`src/rtl/z_core_div_unit_if.sv`:
```
`default_nettype none
// ============================================================================
// Module   : z_core_div_unit_if
// Brief    : Start/done handshake and operand/result bundle for the Z-Core
//            iterative divider. The master issues operations; the slave is the
//            divider itself.
// Revision : 1.0  initial release
// ============================================================================
interface z_core_div_unit_if #(
  parameter int XLEN = 32
);
  logic            start;
  logic [XLEN-1:0] op1;
  logic [XLEN-1:0] op2;
  logic            div_signed;
  logic            busy;
  logic            done;
  logic [XLEN-1:0] quotient;
  logic [XLEN-1:0] remainder;

  modport master (
    output start, op1, op2, div_signed,
    input  busy, done, quotient, remainder
  );

  modport slave (
    input  start, op1, op2, div_signed,
    output busy, done, quotient, remainder
  );
endinterface
`default_nettype wire

```
`src/rtl/z_core_div_unit.sv`:
```
`default_nettype none
// ============================================================================
// Module   : z_core_div_unit
// Brief    : Iterative radix-2 restoring divider for DIV/DIVU/REM/REMU.
//            Operands are reduced to magnitudes on the start edge, XLEN
//            restoring steps produce the unsigned quotient and remainder, and a
//            final cycle restores the signs. Divide-by-zero and signed
//            overflow skip the iteration and finish one edge after start.
// Revision : 1.0  initial release
// ============================================================================
module z_core_div_unit #(
  parameter int XLEN = 32
) (
  input  wire logic        clk,
  input  wire logic        rstn,
  z_core_div_unit_if.slave bus
);

  localparam int CNT_W = $clog2(XLEN);

  localparam logic [1:0] c_IDLE = 2'd0;
  localparam logic [1:0] c_CALC = 2'd1;
  localparam logic [1:0] c_FIX  = 2'd2;

  localparam logic [CNT_W-1:0] c_CNT_LAST = CNT_W'(XLEN - 1);
  localparam logic [CNT_W-1:0] c_CNT_ONE  = CNT_W'(1);
  localparam logic [XLEN-1:0]  c_MIN_NEG  = {1'b1, {(XLEN-1){1'b0}}};

  logic [1:0]       r_state;
  logic [CNT_W-1:0] r_cnt;
  logic [XLEN-1:0]  r_dvd;      // dividend shifting out, quotient shifting in
  logic [XLEN-1:0]  r_rem;      // partial remainder (unsigned magnitude)
  logic [XLEN-1:0]  r_dvs;      // divisor magnitude
  logic             r_q_neg;
  logic             r_r_neg;
  logic             r_special;  // result already final, skip sign correction
  logic             r_busy;
  logic             r_done;
  logic [XLEN-1:0]  r_quotient;
  logic [XLEN-1:0]  r_remainder;

  logic             w_op1_neg;
  logic             w_op2_neg;
  logic [XLEN-1:0]  w_mag1;
  logic [XLEN-1:0]  w_mag2;
  logic             w_div_zero;
  logic             w_overflow;
  logic [XLEN:0]    w_shift;
  logic [XLEN:0]    w_trial;
  logic             w_fits;
  logic [XLEN-1:0]  w_q_fix;
  logic [XLEN-1:0]  w_r_fix;

  assign w_op1_neg  = bus.div_signed & bus.op1[XLEN-1];
  assign w_op2_neg  = bus.div_signed & bus.op2[XLEN-1];
  assign w_mag1     = w_op1_neg ? -bus.op1 : bus.op1;
  assign w_mag2     = w_op2_neg ? -bus.op2 : bus.op2;
  assign w_div_zero = (bus.op2 == '0);
  assign w_overflow = bus.div_signed && (bus.op1 == c_MIN_NEG) && (bus.op2 == '1);

  // The shifted partial remainder keeps its top bit: with an unsigned divisor
  // above 2^(XLEN-1) the remainder itself can have its MSB set, so the trial
  // subtraction is carried out one bit wider than the operands.
  assign w_shift = {r_rem, r_dvd[XLEN-1]};
  assign w_trial = w_shift - {1'b0, r_dvs};
  assign w_fits  = ~w_trial[XLEN];

  assign w_q_fix = (r_q_neg && !r_special) ? -r_dvd : r_dvd;
  assign w_r_fix = (r_r_neg && !r_special) ? -r_rem : r_rem;

  // Control FSM plus datapath: capture, restoring iteration, sign fix-up.
  always_ff @(posedge clk or negedge rstn) begin
    if (!rstn) begin
      r_state     <= c_IDLE;
      r_cnt       <= '0;
      r_dvd       <= '0;
      r_rem       <= '0;
      r_dvs       <= '0;
      r_q_neg     <= 1'b0;
      r_r_neg     <= 1'b0;
      r_special   <= 1'b0;
      r_busy      <= 1'b0;
      r_done      <= 1'b0;
      r_quotient  <= '0;
      r_remainder <= '0;
    end else begin
      r_done <= 1'b0;
      case (r_state)
        c_IDLE: begin
          if (bus.start) begin
            r_busy  <= 1'b1;
            r_q_neg <= w_op1_neg ^ w_op2_neg;
            r_r_neg <= w_op1_neg;
            r_dvs   <= w_mag2;
            if (w_div_zero) begin
              r_dvd     <= '1;
              r_rem     <= bus.op1;
              r_special <= 1'b1;
              r_state   <= c_FIX;
            end else if (w_overflow) begin
              r_dvd     <= bus.op1;
              r_rem     <= '0;
              r_special <= 1'b1;
              r_state   <= c_FIX;
            end else begin
              r_dvd     <= w_mag1;
              r_rem     <= '0;
              r_special <= 1'b0;
              r_cnt     <= c_CNT_LAST;
              r_state   <= c_CALC;
            end
          end
        end
        c_CALC: begin
          r_dvd <= {r_dvd[XLEN-2:0], w_fits};
          r_rem <= w_fits ? w_trial[XLEN-1:0] : w_shift[XLEN-1:0];
          r_cnt <= r_cnt - c_CNT_ONE;
          if (r_cnt == '0) begin
            r_state <= c_FIX;
          end
        end
        c_FIX: begin
          r_quotient  <= w_q_fix;
          r_remainder <= w_r_fix;
          r_done      <= 1'b1;
          r_busy      <= 1'b0;
          r_state     <= c_IDLE;
        end
        default: begin
          r_state <= c_IDLE;
          r_busy  <= 1'b0;
        end
      endcase
    end
  end

  assign bus.busy      = r_busy;
  assign bus.done      = r_done;
  assign bus.quotient  = r_quotient;
  assign bus.remainder = r_remainder;

endmodule
`default_nettype wire

```
`src/flat_wrapper.sv`:
```
// flat-port wrapper written by rule: the top's interface ports become plain ports
module z_core_div_unit_flat 
#(
  parameter int XLEN = 32
)
  (clk, rstn, bus_start, bus_op1, bus_op2, bus_div_signed, bus_busy, bus_done, bus_quotient, bus_remainder);
  z_core_div_unit_if #(.XLEN(XLEN)) bus_i ();
  input  wire logic clk;
  input  wire logic rstn;
  input wire logic [$bits(bus_i.start)-1:0] bus_start;
  input wire logic [$bits(bus_i.op1)-1:0] bus_op1;
  input wire logic [$bits(bus_i.op2)-1:0] bus_op2;
  input wire logic [$bits(bus_i.div_signed)-1:0] bus_div_signed;
  output wire logic [$bits(bus_i.busy)-1:0] bus_busy;
  output wire logic [$bits(bus_i.done)-1:0] bus_done;
  output wire logic [$bits(bus_i.quotient)-1:0] bus_quotient;
  output wire logic [$bits(bus_i.remainder)-1:0] bus_remainder;
  assign bus_i.start = bus_start;
  assign bus_i.op1 = bus_op1;
  assign bus_i.op2 = bus_op2;
  assign bus_i.div_signed = bus_div_signed;
  assign bus_busy = bus_i.busy;
  assign bus_done = bus_i.done;
  assign bus_quotient = bus_i.quotient;
  assign bus_remainder = bus_i.remainder;
  z_core_div_unit #(.XLEN(XLEN)) u_core (.clk(clk), .rstn(rstn), .bus(bus_i));
endmodule
```
`config.mk`:
```
export PLATFORM = sky130hd
export DESIGN_NAME = z_core_div_unit_flat
export DESIGN_NICKNAME = d
export VERILOG_FILES = /design/src/rtl/z_core_div_unit_if.sv /design/src/rtl/z_core_div_unit.sv /design/src/flat_wrapper.sv
export SDC_FILE = /design/constraint.sdc
export NUM_CORES = 1
export LEC_CHECK = 0
export CAP_MARGIN = 20
export CORE_MARGIN = 2
export CORE_UTILIZATION = 52
export CTS_CLUSTER_SIZE = 14
export DETAILED_ROUTE_END_ITERATION = 7
export PLACE_DENSITY = 0.78
export SLEW_MARGIN = 10
export SYNTH_ARGS = -nofsm -noshare
export SYNTH_HDL_FRONTEND = slang
export SYNTH_SLANG_ARGS = --single-unit
```
`constraint.sdc`:
```
create_clock -name clk -period 2.7 [get_ports clk]
set_input_delay 0.81 -clock clk [delete_from_list [all_inputs] [get_ports clk]]
set_output_delay 0.81 -clock clk [all_outputs]
set_load 0.005 [all_outputs]
```
==> results.cfg <==
[outcome]
outcome = finished, violations left
violations = negative setup slack

[floorplanning]
dieArea_sq_mm = 0.0239
design.core.area_sq_mm = 0.0224
fp.dieW_um = 154
rows = 55
die_h_um = 154
start_util_pct = 52.5
pin_count = 134

[layout]
layout.cells.non_filler = 2149
regArea_sq_mm = 0.00431
finalInstanceArea_sq_mm = 0.0176
multi_input_area_sq_mm = 0.00785
synthToLayoutAreaGrowth_pct = 49.1
fill_cells = 1458
drive_gt1_share_pct = 29.0
antennaDiodeCount = 0
final_nets = 1960

[placed_design]
dp_hpwl_um = 30900
dp.cells = 2071
placed_cell_area_sq_mm = 0.0156
io_buffers = 133
routabilityCongestion = 0.986

[synth]
synth_top_area_cell = dfrtp_1
yosysUniqueCellTypes = 71
netlist_instances = 1449
yosys-top-cells-area = dfrtp_1 (37%), o21ai_0 (7.8%), xor2_1 (6.2%), a21oi_1 (6.0%), nand2_1 (5.7%)
ys_warn_count = 0
ys_seq_area_share_pct = 36.6
synth_edf_count = 0
ys.flop_type = dfrtp_1
syn-num-nets = 1557
synth.avg_cell_area_sq_um = 8.12
synth_area_sq_mm = 0.0118
synth_top_area_share_pct = 36.6
ys_ff_latch = 172
async_flop_share_pct = 100

[worst_setup_path]
critPathKind = flip-flop to flip-flop
crit_family = compound AO/OA/AOI/OAI gates
worst_path_largest_cell_delay_ps = 380
critPathBufInv = 3
cp-start-kind = flip-flop
r2r_cells = 12
end_kind = flip-flop
rr_endpoint = u_core.r_rem[18]$_DFFE_PN0P_
r2r_slack_ps = -310
critPathSlowestCell = dfrtp_1
crit_path_max_fanout = 6
required_ps = 3000
critPathArrivalTime_ps = 3310
r2r-start = u_core.r_dvd[31]$_DFFE_PN0P_
cp_cell_sequence = inv_1 > ha_4 > fa_2 > nand2b_4 > a21oi_4 > o211ai_1 > and4b_1 > o221ai_4 > buf_12 > buf_12 > mux2i_2 > o211ai_1

[timing]
tightest_slew_ps = 945
fin_crit_ps = 3010
slew_headroom_pct = 37.0
fin_tns_setup_ps = -8510
post-route-period-util_pct = 112
skew_ps = 13.4
hold_viol = 0
max_freq_mhz = 332
setup_ws_ps = -313
maxSlewViolCount = 0
setup_viol = 36
grt_setup_unrepaired = true

[power]
p_total_mw = 24.6
powerDensity_mw_per_mm2 = 1400
irDropWorstVdd_mv = 0.993
leakage_nw = 7.76

[grt]
grt-ovfl-total = 0
grt_max_degree = 86
grt_usage_pct = 35.3
grt_pass1_wl_um = 66700
grt_pass1_vias = 12751
antenna_found_initial = 0

[clock_network]
cts_max_path_buffers = 2
clock_sinks = 172
cts_buffers = 17
ctsHoldBuffers = 0
root_buffer = clkbuf_16
ctsHtreeMaxLevel = 4
cts_tree = yes
clk-insertion-delay-late_ps = 450
path_clk_slew_ps = 80

[min_path]
min_path_type = input pin to async pin

[drt]
wl_per_cell_um = 20.9
drt_pass1_iterations = 5
drt-initial-drc-count = 1415
ant_nets = 0
via_per_inst = 6.21
finalWirelength_um = 44800
drc = 0
vias = 13348

[flow_run]
max-cap-violations = 0
## stage by stage
step           utilization (%)  setup WS, ps  hold WS, ps
2_1_floorplan                -          -103          450
3_3_place_gp              69.4          -638          461
3_5_place_dp              69.4          -704          472
4_1_cts                   75.4          -217          240
5_1_grt                   78.2          -408          258
6_report                  78.2          -313          240
## metal layers
| metal | vias to the layer above | track usage (%) | part of all wire (%) |
|---|---|---|---|
| met3 | 189 | 5.80 | 9.7 |
| met1 | 6330 | 46.8 | 39 |
| met5 | - | 0 | 0 |
| met4 | 0 | 14.4 | 4.7 |
| met2 | 856 | 58.1 | 46 |
| li1 | 5973 | - | - |
## synth_stat cells (4+ instances only)
cell type  count
o21bai_1       5
ha_1          39
nand3_1       32
or4_1         12
or3_1         40
a21oi_1      140
nand2b_1      14
o21ai_0      184
a221oi_1       4
o22ai_1        5
inv_1         62
a31oi_1       16
o211ai_1       8
dfrtp_1      172
clkbuf_1      72
nor2b_1        9
and2_1         5
a21o_1         6
or2_2          4
nor4_1        16
nor2_1        89
o21ai_1        6
mux2i_1        8
xor2_1        83
o41ai_1       11
o21a_1         7
nand2_1      178
buf_2          8
nor3_1        31
o221ai_1       6
and3_1         9
o31ai_1       28
xnor2_1       61
nand4_1       14
a211oi_1       6
## layout by cell type (no fill, tap or decap), types with 17 or more instances in the layout
cell | netlist | final
buf_4 | 0 | 298
dfrtp_1 | 172 | 171
nand2_1 | 178 | 162
o21ai_0 | 184 | 161
a21oi_1 | 140 | 117
clkdlybuf4s50_1 | 0 | 90
xor2_1 | 83 | 82
nor2_1 | 89 | 73
xnor2_1 | 61 | 61
inv_1 | 62 | 58
or3_1 | 40 | 35
nand3_1 | 32 | 27
ha_1 | 39 | 27
dlymetal6s2s_1 | 0 | 25
o31ai_1 | 28 | 24
nor3_1 | 31 | 22
o21ai_1 | 6 | 21
a21oi_2 | 0 | 21
clkbuf_16 | 0 | 21
buf_6 | 0 | 17
## where the power goes
group	internal, mW	total [mW]	switching [mW]	leakage (nW)
Sequential	3.55	4.46	0.906	2.18
Combinational	8.44	17.7	9.26	5.30
Clock	1.23	2.49	1.26	0.280
Total	13.2	24.6	11.4	7.76
## sequential cells by signal, summed over array words and instances, names as in the netlist
signal / cells
u_core.r_cnt: 5
u_core.r_r_neg: 1
u_core.r_special: 1
u_core.r_q_neg: 1
u_core.r_rem: 32
u_core.bus.done: 1
u_core.r_state: 2
u_core.bus.busy: 1
u_core.r_dvd: 32
u_core.bus.remainder: 32
u_core.bus.quotient: 32
u_core.r_dvs: 32
## worst max-delay path by stage
stage,from,endpoint,slack (ps),cells past startpoint
floorplan,bus_op1[25],u_core.r_dvd[7]$_DFFE_PN0P_,-100,9
global placement,bus_op1[25],u_core.r_cnt[4]$_DFFE_PN0P_,-640,10
detailed placement,bus_op1[26],u_core.r_cnt[4]$_DFFE_PN0P_,-700,10
CTS,u_core.r_dvs[0]$_DFFE_PN0P_,u_core.r_rem[18]$_DFFE_PN0P_,-220,11
global route,u_core.r_dvd[31]$_DFFE_PN0P_,u_core.r_rem[18]$_DFFE_PN0P_,-410,12
finish,u_core.r_dvd[31]$_DFFE_PN0P_,u_core.r_rem[18]$_DFFE_PN0P_,-310,12
## final cells by class
cell class              instances  share of cell area [%]
repair buffers                466                    24.1
multi-input cells            1133                    44.7
clock inverters                14                   0.834
inverters                      62                    1.33
flip-flops and latches        172                    24.5
clock buffers                  17                    2.42
well taps                     285                    2.03
## kinds of logic (layout without fill, tap and decap cells)
family,after synthesis,after routing,share of synthesized area [%]
simple gates,480,480,20.0
xor+xnor,144,144,10.7
fa+ha+maj,40,40,4.32
mux,9,9,0.776
flops,172,172,36.6
buf+inv,144,559,4.68
compound gates,460,460,22.9
## timing repair
action	in CTS	in global routing
cloned	3	5
gates resized for setup	134	117
setup endpoints to repair	76	95
pin swaps	55	76
setup buffers	26	14
(Power assumes the default switching activity.)
